[src/rtl/pipe_hazard_ctrl_if.sv]
// pipe_hazard_ctrl_if: decode/execute/memory hazard inputs and stall outputs of the hazard controller
interface pipe_hazard_ctrl_if;
  logic [4:0] D_rs, D_rt, E_waddr, M_waddr;
  logic [1:0] D_tuse_rs, D_tuse_rt, E_tnew, M_tnew;
  logic D_md_use, E_md_start, E_md_is_div, D_eret, E_mtc0_epc, M_mtc0_epc, M_REQ;
  logic stall, md_busy;
  logic [31:0] stall_cnt;
  modport master(
    output D_rs, D_rt, E_waddr, M_waddr, D_tuse_rs, D_tuse_rt, E_tnew, M_tnew,
           D_md_use, E_md_start, E_md_is_div, D_eret, E_mtc0_epc, M_mtc0_epc, M_REQ,
    input stall, md_busy, stall_cnt
  );
  modport slave(
    input D_rs, D_rt, E_waddr, M_waddr, D_tuse_rs, D_tuse_rt, E_tnew, M_tnew,
          D_md_use, E_md_start, E_md_is_div, D_eret, E_mtc0_epc, M_mtc0_epc, M_REQ,
    output stall, md_busy, stall_cnt
  );
endinterface

[src/rtl/pipe_hazard_ctrl.sv]
// pipe_hazard_ctrl: D/E stall decision, MDU busy timer and saturating stall-cycle counter
module pipe_hazard_ctrl #(
  parameter int MULT_CYCLES = 5,
  parameter int DIV_CYCLES = 10
) (
  input logic clk,
  input logic rst,
  pipe_hazard_ctrl_if.slave h
);
  logic [3:0] md_cnt;
  logic [31:0] stall_cnt;
  logic busy, stall_rs, stall_rt, stall_md, stall_epc, stall;
  assign busy = md_cnt != 4'd0;
  assign stall_rs = (h.D_rs != 5'd0) && (h.D_tuse_rs != 2'd3) &&
                    ((h.E_waddr == h.D_rs && h.E_tnew > h.D_tuse_rs) ||
                     (h.M_waddr == h.D_rs && h.M_tnew > h.D_tuse_rs));
  assign stall_rt = (h.D_rt != 5'd0) && (h.D_tuse_rt != 2'd3) &&
                    ((h.E_waddr == h.D_rt && h.E_tnew > h.D_tuse_rt) ||
                     (h.M_waddr == h.D_rt && h.M_tnew > h.D_tuse_rt));
  assign stall_md = h.D_md_use && (busy || h.E_md_start);
  assign stall_epc = h.D_eret && (h.E_mtc0_epc || h.M_mtc0_epc);
  // the exception flush always overrides a hazard freeze
  assign stall = (stall_rs || stall_rt || stall_md || stall_epc) && !h.M_REQ;
  assign h.stall = stall;
  assign h.md_busy = busy;
  assign h.stall_cnt = stall_cnt;
  // a running count is never cleared by M_REQ: its issuing instruction has committed
  always_ff @(posedge clk or negedge rst)
    if (!rst) md_cnt <= 4'd0;
    else if (busy) md_cnt <= md_cnt - 4'd1;
    else if (h.E_md_start && !h.M_REQ) md_cnt <= h.E_md_is_div ? 4'(DIV_CYCLES) : 4'(MULT_CYCLES);
  always_ff @(posedge clk or negedge rst)
    if (!rst) stall_cnt <= 32'd0;
    else if (stall && stall_cnt != 32'hFFFF_FFFF) stall_cnt <= stall_cnt + 32'd1;
endmodule

[src/flat_wrapper.sv]
// flat-port wrapper written by rule: the top's interface ports become plain ports
module pipe_hazard_ctrl_flat 
#(
  parameter int MULT_CYCLES = 5,
  parameter int DIV_CYCLES = 10
)
  (clk, rst, h_D_rs, h_D_rt, h_E_waddr, h_M_waddr, h_D_tuse_rs, h_D_tuse_rt, h_E_tnew, h_M_tnew, h_D_md_use, h_E_md_start, h_E_md_is_div, h_D_eret, h_E_mtc0_epc, h_M_mtc0_epc, h_M_REQ, h_stall, h_md_busy, h_stall_cnt);
  pipe_hazard_ctrl_if h_i ();
  input logic clk;
  input logic rst;
  input wire logic [$bits(h_i.D_rs)-1:0] h_D_rs;
  input wire logic [$bits(h_i.D_rt)-1:0] h_D_rt;
  input wire logic [$bits(h_i.E_waddr)-1:0] h_E_waddr;
  input wire logic [$bits(h_i.M_waddr)-1:0] h_M_waddr;
  input wire logic [$bits(h_i.D_tuse_rs)-1:0] h_D_tuse_rs;
  input wire logic [$bits(h_i.D_tuse_rt)-1:0] h_D_tuse_rt;
  input wire logic [$bits(h_i.E_tnew)-1:0] h_E_tnew;
  input wire logic [$bits(h_i.M_tnew)-1:0] h_M_tnew;
  input wire logic [$bits(h_i.D_md_use)-1:0] h_D_md_use;
  input wire logic [$bits(h_i.E_md_start)-1:0] h_E_md_start;
  input wire logic [$bits(h_i.E_md_is_div)-1:0] h_E_md_is_div;
  input wire logic [$bits(h_i.D_eret)-1:0] h_D_eret;
  input wire logic [$bits(h_i.E_mtc0_epc)-1:0] h_E_mtc0_epc;
  input wire logic [$bits(h_i.M_mtc0_epc)-1:0] h_M_mtc0_epc;
  input wire logic [$bits(h_i.M_REQ)-1:0] h_M_REQ;
  output wire logic [$bits(h_i.stall)-1:0] h_stall;
  output wire logic [$bits(h_i.md_busy)-1:0] h_md_busy;
  output wire logic [$bits(h_i.stall_cnt)-1:0] h_stall_cnt;
  assign h_i.D_rs = h_D_rs;
  assign h_i.D_rt = h_D_rt;
  assign h_i.E_waddr = h_E_waddr;
  assign h_i.M_waddr = h_M_waddr;
  assign h_i.D_tuse_rs = h_D_tuse_rs;
  assign h_i.D_tuse_rt = h_D_tuse_rt;
  assign h_i.E_tnew = h_E_tnew;
  assign h_i.M_tnew = h_M_tnew;
  assign h_i.D_md_use = h_D_md_use;
  assign h_i.E_md_start = h_E_md_start;
  assign h_i.E_md_is_div = h_E_md_is_div;
  assign h_i.D_eret = h_D_eret;
  assign h_i.E_mtc0_epc = h_E_mtc0_epc;
  assign h_i.M_mtc0_epc = h_M_mtc0_epc;
  assign h_i.M_REQ = h_M_REQ;
  assign h_stall = h_i.stall;
  assign h_md_busy = h_i.md_busy;
  assign h_stall_cnt = h_i.stall_cnt;
  pipe_hazard_ctrl #(.MULT_CYCLES(MULT_CYCLES), .DIV_CYCLES(DIV_CYCLES)) u_core (.clk(clk), .rst(rst), .h(h_i));
endmodule
[config.mk]
export PLATFORM = sky130hd
export DESIGN_NAME = pipe_hazard_ctrl_flat
export DESIGN_NICKNAME = d
export VERILOG_FILES = /design/src/rtl/pipe_hazard_ctrl_if.sv /design/src/rtl/pipe_hazard_ctrl.sv /design/src/flat_wrapper.sv
export SDC_FILE = /design/constraint.sdc
export NUM_CORES = 1
export LEC_CHECK = 0
export CAP_MARGIN = 10
export CORE_MARGIN = 2
export CORE_UTILIZATION = 42
export DETAILED_ROUTE_END_ITERATION = 8
export PLACE_DENSITY = 0.77
export SYNTH_ARGS = -nofsm -noshare
export SYNTH_HDL_FRONTEND = slang
export SYNTH_SLANG_ARGS = --single-unit
[constraint.sdc]
create_clock -name clk -period 3.15 [get_ports clk]
set_clock_uncertainty 0.05 [all_clocks]
set_input_delay 0.7875 -clock clk [delete_from_list [all_inputs] [get_ports clk]]
set_output_delay 0.7875 -clock clk [all_outputs]
set_load 0.05 [all_outputs]
==> results.md, run 1 <==
* Reg-to-reg critical path startpoint: u_core.md_cnt[0]
* Clock Pin Slew Worst Setup and Hold Paths at 70 ps
* HP Start: u_core.h.stall_cnt[25]
* Row count at 26
* Vias in the first global route at 2147
* Total congestion overflow at 0
* First-pass GRT wire length at 9880 um
* Slack of the critical path at -56.6 ps
* Gr usage total at 0.211
* Power, Total at 1.75 mW
* Clk_lat worst skew at 290 ps
* Vias per cell at 5.38
* Yosys cell types at 31
* Hold-fix buffers, CTS at 0
* Commonest cells post-synth: 36 x dfrtp_1, 35 x xnor2_1, 19 x nand4_1, 17 x nand3_1, 17 x xor2_1
* Routability cong. at 0.836
* Initial antenna violation count at 0
* Simple-Gate Fraction of Synth Area at 0.239
* Synthesized instance count at 226
* Failing checks: negative setup slack
* Mux cell area share after synthesis at 0.00960
* CP Launch Type: primary input
* CTS H-tree lvls at 2
* Proportion of synthesized chip area in sequential cells at 0.407
* Most frequent cell after synthesis: dfrtp_1
* Dpl cells at 380
* Ys flop type: dfrtp_1
* Initial DRC Count at 122
* HP Class: reg -> reg
* Synth top area cells: dfrtp_1 41%, xnor2_1 14%, xor2_1 6.7%, ha_1 6.2%, nand4_1 5.4%
* Largest net degree at the start of global routing at 37
* Max Clock Freq at 312 MHz
* Worst endpoint required time at 2310 ps
* Max-slew violation count at 0
* Initial Utilization at 0.434
* 1st-pass router iterations at 4
* Arr. time, crit path at 2370 ps
* Final wirelength at 6080 um
* Drt drc at 0
* Die height at 76.6 um
* Cell Area, Synth at 2220 um^2
* Period utilization at 1.02
* Final hold vios at 0
* CP endpoint kind: output port
* Synth-to-layout area growth at 56.1%
* Hold Path Cell Cnt at 1
* Pre-CTS setup slack at -543 ps
* Setup CP Type: in -> out
* Flop and latch count out of synthesis at 36
* N_diodes at 0
* # clock sinks at 36
* Synth Area in XOR/XNOR at 0.206
* Setup violators final at 1
* Hold Slack at 436 ps
* IO Pins at 71
* Worst r2r path cells at 9
* Synth warn at 0
* Layout Nets at 368
* Routed length per instance at 15.6 um
* Worst setup path endpoint: h_stall
* Total CTS buffers at 5
* Synth Area in Compound Gates at 0.0559
* Main combinational cell family by area after synthesis: simple AND/OR/NAND/NOR gates
* Die footprint at 5870 um^2
* Post-Syn Nets at 274
* Share of flip-flops with an asynchronous set or reset at 1.00
* Largest fanout on the critical path at 2
* Core area at 5110 um^2
* Share of the synthesized area in the top cell type at 0.407
* Clock root buffer master: clkbuf_8
* Slew headroom at 0.473
* Final ANT Viol Nets at 0
* Worst Max-Slew Pin Slew at 785 ps
* Clock buffer depth at 2
* Minimum clock period at 3210 ps
* Detailed Place HPWL at 4300 um
* CTS tree: built
* EDFF count, synth at 0
* Max Cap Violations at 0
* Non-filler cells, final at 391
* Via count at 2102
* Die Width at 76.6 um
* Share of cells above drive strength 1 at 0.259
* Unrepaired setup endpoints after global routing: true
* Max VDD drop at 0.286 mV
* Synth Area in Adders at 0.0621
* Crit path from: h_D_tuse_rt[1]
* Pleak at 1.45 nW
* Status: complete, but fails checks
* Pwr dens at 505 nW/um^2
* Synth area leader: dfrtp_1
* Port Buffer Count at 70
* Reg-to-reg endpoint: u_core.h.stall_cnt[30]
* Post-Syn Area per Cell at 9.80 um^2
* Setup slack, reg-to-reg at 710 ps
## registers in the layout, summed over array words and instances (netlist names)
register,cells
u_core.h.stall_cnt,32
u_core.md_cnt,4
## critical path, cell delays in order
cell and delay [ps]:
buf_8 100, inv_6 60, ha_4 210, nand2_2 70, nand4_1 90, or4_4 450
a211oi_4 290, nor3_4 80, inv_2 100, buf_12 140
## how the worst min path moves through the flow
stage	end	slack [ps]
final	u_core.h.stall_cnt[25]	440
after global routing	u_core.h.stall_cnt[31]	470
after CTS	u_core.md_cnt[3]	450
after detailed placement	u_core.h.stall_cnt[25]	430
after global placement	u_core.md_cnt[3]	430
after floorplan	u_core.md_cnt[3]	400
## power by group
| group | switching [mW] | total (mW) | internal (mW) |
|---|---|---|---|
| registers | 0.0888 | 0.625 | 0.536 |
| logic | 0.403 | 0.684 | 0.281 |
| clock network | 0.161 | 0.440 | 0.279 |
| total | 0.652 | 1.75 | 1.10 |
## through the flow
stage | util | setup TNS [ps] | cell area [um^2]
floorplan | - | 0 | 2250
global placement | 0.616 | -8470 | 3150
detailed placement | 0.616 | -10010 | 3150
CTS | 0.663 | -96.8 | 3380
global route | 0.677 | -102 | 3460
finish | 0.677 | -56.6 | 3460
## layout by cell type (no fill, tap or decap), types with 6 or more instances in the layout
cell type        netlist  final
xnor2_1               35     29
a21oi_1                9      6
nand2_1               11      8
nand4_1               19     19
xnor2_2                0      6
clkdlybuf4s50_1        0     41
nor2_1                 9      9
buf_4                  0     20
dlygate4sd2_1          0      8
clkbuf_2               0      6
dfrtp_1               36     36
xor2_1                17     17
nor3_1                 6      6
clkbuf_8               0      7
nand3_1               17     17
## metal layers
metal	vias up	wire length [um]	GRT usage
li1	1016	-	-
met1	984	2350	0.238
met2	81	3220	0.383
met3	21	303	0.0379
met4	0	212	0.100
met5	-	0	0
## kinds of logic (layout without fill, tap and decap cells)
group	after synthesis	count (layout)
AND/OR/NAND/NOR	93	93
XOR/XNOR	52	52
flip-flops	36	36
AO/OA/AOI/OAI	20	20
buffers and inverters	12	107
adder cells (fa/ha/maj)	11	11
multiplexers	2	2
## final cells by class
| cell class | instances | area, um^2 |
|---|---|---|
| clock buffers | 7 | 96.3 |
| clock inverters | 1 | 30.0 |
| fillers | 394 | 1650 |
| inverters | 9 | 41.3 |
| multi-input cells | 178 | 1470 |
| flip-flops and latches | 36 | 901 |
| well taps | 70 | 87.6 |
| repair buffers | 90 | 836 |
## what timing repair did
action	4_1_cts	5_1_grt
pin swaps	21	18
resized for setup	87	35
setup endpoints to repair	14	1
setup buffers	3	0
Note: power is estimated with default switching activity, not from simulation.
==> run 2: changes to the inputs <==
--- a/config.mk
+++ b/config.mk
@@ -5,11 +5,12 @@
 export SDC_FILE = /design/constraint.sdc
 export NUM_CORES = 1
 export LEC_CHECK = 0
+export ABC_AREA = 1
 export CAP_MARGIN = 10
 export CORE_MARGIN = 2
-export CORE_UTILIZATION = 42
+export CORE_UTILIZATION = 46
 export DETAILED_ROUTE_END_ITERATION = 8
-export PLACE_DENSITY = 0.77
+export PLACE_DENSITY = 0.78
 export SYNTH_ARGS = -nofsm -noshare
 export SYNTH_HDL_FRONTEND = slang
 export SYNTH_SLANG_ARGS = --single-unit
==> run 2 against run 1 <==
- the flow now finishes without violations
- global-route usage rose by 0.80 points
- via count rose by 51%
- combinational power fell by 19%
- critical path type unchanged
- critical endpoint unchanged
- highest routed layer unchanged
==> results.md, run 2 <==
* Cell Area, Synth at 3010 um^2 (+36%)
* Routability cong. at 0.911 (+8.9%)
* Max FFs per register at 32 (unchanged)
* Slew headroom at 0.655 (+0.182)
* Final ANT Viol Nets at 0 (unchanged)
* Gr usage total at 0.219 (+0.00800)
* Via count at 3178 (+51%)
* Synth warn at 0 (unchanged)
* Most frequent cells in the layout: 171 x nand2_1, 60 x clkdlybuf4s50_1, 58 x inv_1
* Seq. cell area at 901 um^2 (unchanged)
* Initial Utilization at 0.474 (+0.0404)
* Multi-input logic area at 1810 um^2 (+23%)
* Setup slack, reg-to-reg at 940 ps (+230 ps)
* CP max-delay cell: ha_1
* Max VDD drop at 0.464 mV (+62%)
* CTS tree: built
* Share of the synthesized area in the top cell type at 0.299 (-0.107)
* Critical-path cell list: dlygate4sd2_1 > inv_2 > ha_1 > nand2_1 > inv_1 > nor2_1 > nand2_1 > nor2_1 > nand2_1 > nand2_1 > nand2_1 > nand3_2 > nand2_1 > inv_2 > buf_12
* Setup CP Type: in -> out
* Largest fanout on the critical path at 2 (unchanged)
* Synth top area cells: dfrtp_1 30%, nand2_1 21%, inv_1 7.9%, nand4_1 7.7%, nor2_1 6.4%
* Clock buffer depth at 2 (unchanged)
* Drt drc at 0 (unchanged)
* Initial antenna violation count at 0 (unchanged)
* Synthesized instance count at 470 (+110%)
* Worst endpoint required time at 2310 ps (about the same)
* Status: finished, final reports clean
* CTS H-tree lvls at 2 (unchanged)
* Power, Total at 1.47 mW (-16%)
* Layout Nets at 588 (+60%)
* Hold Slack at 487 ps (+51.8 ps)
* Share of cells above drive strength 1 at 0.0518 (-0.207)
* EDFF count, synth at 0 (unchanged)
* Yosys cell types at 28 (-9.7%)
* Synth-to-layout area growth at 29.0%
* Post-Syn Area per Cell at 6.41 um^2 (-35%)
* Minimum clock period at 3020 ps (-182 ps)
* Hold Path Cell Cnt at 2 (+1)
* Pre-CTS setup slack at -129 ps (+414 ps)
* CP Launch Type: primary input
* Detailed Place HPWL at 5910 um (+38%)
* Worst Max-Slew Pin Slew at 516 ps (-269 ps)
* N_diodes at 0 (unchanged)
* Pleak at 2.02 nW (+39%)
* CP max stage delay at 300 ps (-150 ps)
* Finished Cell Area at 3890 um^2 (+12%)
* Clk_lat worst skew at 290 ps (about the same)
* Routed length per instance at 12.4 um (-20%)
* CP delay by family, top: simple AND/OR/NAND/NOR gates
* Total congestion overflow at 0 (unchanged)
* Buffers & Inverters on Critical Path at 5 (+1)
* Max-slew violation count at 0 (unchanged)
* Die footprint at 7210 um^2 (+23%)
* Clock root buffer master: clkbuf_8
* Post-CTS setup buffers at 0 (-3)
* Setup violators final at 0 (-1)
* Max Cap Violations at 0 (unchanged)
* Worst r2r path cells at 10 (+1)
* Final Util at 0.612 (-0.0653)
* Commonest cells post-synth: 171 x nand2_1, 63 x inv_1, 51 x nor2_1, 37 x nand4_1, 36 x dfrtp_1
* 1st-pass router iterations at 4 (unchanged)
* Most common cell after layout, fill and taps aside: nand2_1
* Die height at 84.9 um (+11%)
* Total CTS buffers at 5 (unchanged)
* Pwr dens at 378 nW/um^2 (-25%)
* Synth area leader: dfrtp_1
* CP Depth at 15 (+5)
* Most used cell, CP: nand2_1
* Arr. time, crit path at 2190 ps (-180 ps)
* Slack of the critical path at 126 ps (+182 ps)
* HP Class: reg -> reg
* Post-Syn Nets at 518 (+89%)
* Max Clock Freq at 331 MHz (+6.0%)
* Clock Pin Slew Worst Setup and Hold Paths at 70 ps (about the same)
* Ys flop type: dfrtp_1
* CP endpoint kind: output port
* Final hold vios at 0 (unchanged)
* IO Pins at 71 (unchanged)
* Largest register by flop count: u_core.h.stall_cnt
* Period utilization at 0.960 (-0.0579)
* Port Buffer Count at 70 (unchanged)
* Initial DRC Count at 153 (+25%)
* Share of flip-flops with an asynchronous set or reset at 1.00 (unchanged)
* Vias per cell at 5.14 (-4.3%)
* # clock sinks at 36 (unchanged)
* Die Width at 84.9 um (+11%)
* Unrepaired setup endpoints after global routing: false
* Row count at 29 (+12%)
* Vias in the first global route at 2988 (+39%)
* First-pass GRT wire length at 13000 um (+31%)
* Top Registers: u_core.h.stall_cnt: 32 flops, u_core.md_cnt: 4 flops
* Core area at 6350 um^2 (+24%)
* Most frequent cell after synthesis: nand2_1
* Final wirelength at 7690 um (+26%)
* Flop and latch count out of synthesis at 36 (unchanged)
* Proportion of synthesized chip area in sequential cells at 0.299 (-0.107)
* Cell Area, Placed at 3790 um^2 (+20%)
* Largest net degree at the start of global routing at 43 (+16%)
* FILL cells at 583 (+48%)
-- run 2: metrics by stage --
stage | TNS, ps | cells
floorplan | 0 | 470
global placement | -99.1 | 610
detailed placement | -235 | 610
CTS | 0 | 618
global route | 0 | 618
finish | 0 | 618
-- run 2: where the power goes --
group,total (mW),leakage (nW),switching [mW],internal [mW]
sequential,0.573,0.489,0.0591,0.514
combinational,0.554,1.48,0.337,0.216
clock,0.341,0.0455,0.162,0.179
total,1.47,2.02,0.559,0.909
-- run 2: final timing paths --
check | from | end
min reg2reg | u_core.h.stall_cnt[30] | u_core.h.stall_cnt[30]
max in group asynchronous | rst | u_core.h.stall_cnt[29]
min in group asynchronous | rst | u_core.h.stall_cnt[3]
min | u_core.h.stall_cnt[30] | u_core.h.stall_cnt[30]
max | h_D_tuse_rs[1] | h_stall
max reg2reg | u_core.h.stall_cnt[0] | u_core.h.stall_cnt[28]
-- run 2: cell type report --
class | count | share of cell area
Sequential cell | 36 | 0.232
Multi-Input combinational cell | 356 | 0.466
Timing Repair Buffer | 75 | 0.191
Clock buffer | 8 | 0.0232
Tap cell | 77 | 0.0248
Inverter | 66 | 0.0637
-- run 2: kinds of logic (layout without fill, tap and decap cells) --
kind of cell,after synthesis,count (layout),synth area share
compound gates,17,17,0.0312
fa+ha+maj,11,11,0.0457
xor+xnor,23,23,0.0669
flops,36,36,0.299
buf+inv,78,149,0.105
simple gates,305,305,0.452
-- run 2: worst min-delay path: cells and delay by family, from the launching register on --
family | cells | cell delay (ps)
simple gates | 2 | 110
flops | 1 | 400
-- run 2: layer usage --
metal  global-route usage  share of wire  vias to the layer above
met5                    0              0                        -
met4               0.0765          0.020                        0
met3               0.0263          0.052                       15
met2                0.383           0.49                      104
met1                0.279           0.44                     1427
li1                     -              -                     1632
-- run 2: timing repair --
action / in CTS / in global routing
pin swaps: 7 / 0
endpoints found under the setup margin: 1 / 1
resized for setup: 14 / 2
hold buffers: 0 / 0
==> run 3: changes to the inputs <==
--- a/config.mk
+++ b/config.mk
@@ -10,7 +10,7 @@
 export CORE_MARGIN = 2
 export CORE_UTILIZATION = 46
 export DETAILED_ROUTE_END_ITERATION = 8
-export PLACE_DENSITY = 0.78
+export PLACE_DENSITY_LB_ADDON = 0.25
 export SYNTH_ARGS = -nofsm -noshare
 export SYNTH_HDL_FRONTEND = slang
 export SYNTH_SLANG_ARGS = --single-unit
==> run 3 against run 2 <==
- critical path depth down 3
- register-to-register slack worse by 20 ps
- fmax decreased by 0.21%
- clock-buffer cell count stayed put
- non-clock buffer count stayed put
- largest power group unchanged
==> results.md, run 3 (synthesized netlist as in run 2, its figures left out) <==
* Worst r2r path cells at 10 (unchanged)
* Minimum clock period at 3030 ps (+6.42 ps)
* Most frequent cells in the layout: 171 x nand2_1, 61 x clkdlybuf4s50_1, 58 x inv_1
* Arr. time, crit path at 2190 ps (about the same)
* HP Class: reg -> reg
* Pleak at 2.01 nW (-0.22%)
* Drt drc at 0 (unchanged)
* Share of cells above drive strength 1 at 0.0536 (+0.00185)
* Routed length per instance at 12.2 um (-1.8%)
* Max FFs per register at 32 (unchanged)
* HP Start: u_core.h.stall_cnt[30]
* Final Util at 0.613 (+0.00118)
* Worst Max-Slew Pin Slew at 532 ps (+16.0 ps)
* Top Registers: u_core.h.stall_cnt: 32 flops, u_core.md_cnt: 4 flops
* Dpl cells at 610 (unchanged)
* CP endpoint kind: output port
* Most common cell after layout, fill and taps aside: nand2_1
* Largest fanout on the critical path at 2 (unchanged)
* Final hold vios at 0 (unchanged)
* 1st-pass router iterations at 5 (+1)
* N_diodes at 0 (unchanged)
* Vias per cell at 5.16 (+0.31%)
* First-pass GRT wire length at 12900 um (-0.69%)
* Row count at 29 (unchanged)
* FILL cells at 569 (-2.4%)
* Worst endpoint required time at 2310 ps (about the same)
* Multi-input logic area at 1820 um^2 (+0.69%)
* Cell Area, Placed at 3780 um^2 (-0.33%)
* Final ANT Viol Nets at 0 (unchanged)
* Finished Cell Area at 3890 um^2 (+0.19%)
* Clock root buffer master: clkbuf_8
* CTS tree: built
* Reg-to-reg critical path startpoint: u_core.h.stall_cnt[0]
* Slew headroom at 0.644 (-0.0107)
* Port Buffer Count at 70 (unchanged)
* Setup violators final at 0 (unchanged)
* Die height at 84.9 um (unchanged)
* Via count at 3188 (+0.31%)
* IO Pins at 71 (unchanged)
* Power, Total at 1.46 mW (-0.24%)
* Gr usage total at 0.215 (-0.00365)
* Synth-to-layout area growth at 29.3%
* Core area at 6350 um^2 (unchanged)
* Hold Path Cell Cnt at 2 (unchanged)
* Setup CP Type: in -> out
* Setup slack, reg-to-reg at 920 ps (-20 ps)
* Initial antenna violation count at 0 (unchanged)
* Detailed Place HPWL at 5710 um (-3.5%)
* Die Width at 84.9 um (unchanged)
* Setup TNS Final at 0 ps (unchanged)
* Seq. cell area at 901 um^2 (unchanged)
* Period utilization at 0.962 (+0.00204)
* Routability cong. at 0.918 (+0.81%)
* Die footprint at 7210 um^2 (unchanged)
* Final wirelength at 7550 um (-1.8%)
* Hold Crit Endpoint: u_core.h.stall_cnt[30]
* Max VDD drop at 0.411 mV (-11%)
* # clock sinks at 36 (unchanged)
* CP Launch Type: primary input
* CTS H-tree lvls at 2 (unchanged)
* Clock buffer depth at 2 (unchanged)
* Max-slew violation count at 0 (unchanged)
* Pwr dens at 376 nW/um^2 (-0.43%)
* Max Clock Freq at 330 MHz (-0.21%)
* Clock Pin Slew Worst Setup and Hold Paths at 70 ps (about the same)
* Post-CTS setup buffers at 0 (unchanged)
* Initial DRC Count at 167 (+9.2%)
* Total CTS buffers at 5 (unchanged)
* Max Cap Violations at 0 (unchanged)
* Vias in the first global route at 2930 (-1.9%)
* Status: finished, final reports clean
* Initial Utilization at 0.474 (unchanged)
* Largest register by flop count: u_core.h.stall_cnt
* Clk_lat worst skew at 290 ps (about the same)
* Non-filler cells, final at 618 (unchanged)
* Total congestion overflow at 0 (unchanged)
* Largest net degree at the start of global routing at 43 (unchanged)
* Reg-to-reg endpoint: u_core.h.stall_cnt[10]
* Layout Nets at 588 (unchanged)
==> run 3: cell types whose count changed in the layout (fill, tap and decap cells not counted) <==
cell,previous run,this run
buf_12,1,0
buf_6,0,1
clkdlybuf4s15_1,0,2
clkdlybuf4s50_1,60,61
dlygate4sd2_1,8,5
ha_1,10,9
ha_4,1,2
==> run 3: timing repair <==
action                                 in CTS  in global routing
setup endpoints to repair                   1                  1
gates resized for setup                    13                  6
endpoints found under the hold margin       0                  0
hold buffers                                0                  0
pin swaps                                   6                  5
==> run 3: final cells by class <==
cell class	instances	share of cell area
timing repair buffer	75	0.189
sequential	36	0.231
tap	77	0.0247
inverter	66	0.0636
clock buffer	8	0.0231
multi-input combinational	356	0.468
==> run 3: worst max-delay path, cell delays in order <==
cell	delay [ps]
dlygate4sd2_1	280
ha_1	320
nand2_1	70
o21ai_0	90
nor2_1	110
nand3_1	90
nand2_1	60
nand2_1	60
nand3_2	70
nand2_1	50
inv_1	60
buf_6	150
==> run 3: per-stage QoR <==
| step | hold WS, ps | setup slack (ps) |
|---|---|---|
| after global routing | 541 | -32.5 |
| after floorplan | 442 | 131 |
| after global placement | 464 | -105 |
| after detailed placement | 479 | -134 |
| final | 493 | 119 |
| after CTS | 498 | 11.4 |
==> run 3: power by group <==
part,switching (mW),internal [mW],leakage (nW)
Sequential,0.0597,0.514,0.489
Clock,0.161,0.178,0.0455
Combinational,0.336,0.215,1.48
==> run 3: worst max-delay path by stage <==
stage                         startpoint       to  cells past startpoint
after detailed placement  h_D_tuse_rs[1]  h_stall                     15
after CTS                 h_D_tuse_rt[0]  h_stall                     12
final                        h_E_tnew[1]  h_stall                     12
after global routing         h_E_tnew[1]  h_stall                     12
after global placement    h_D_tuse_rs[1]  h_stall                     15
after floorplan              h_E_tnew[0]  h_stall                     14
==> run 3: layer usage <==
metal	wire, um	up-vias	GRT usage
met5	0	-	0
met4	110	0	0.0548
met3	373	9	0.0311
met2	3610	92	0.371
met1	3460	1453	0.284
li1	-	1634	-
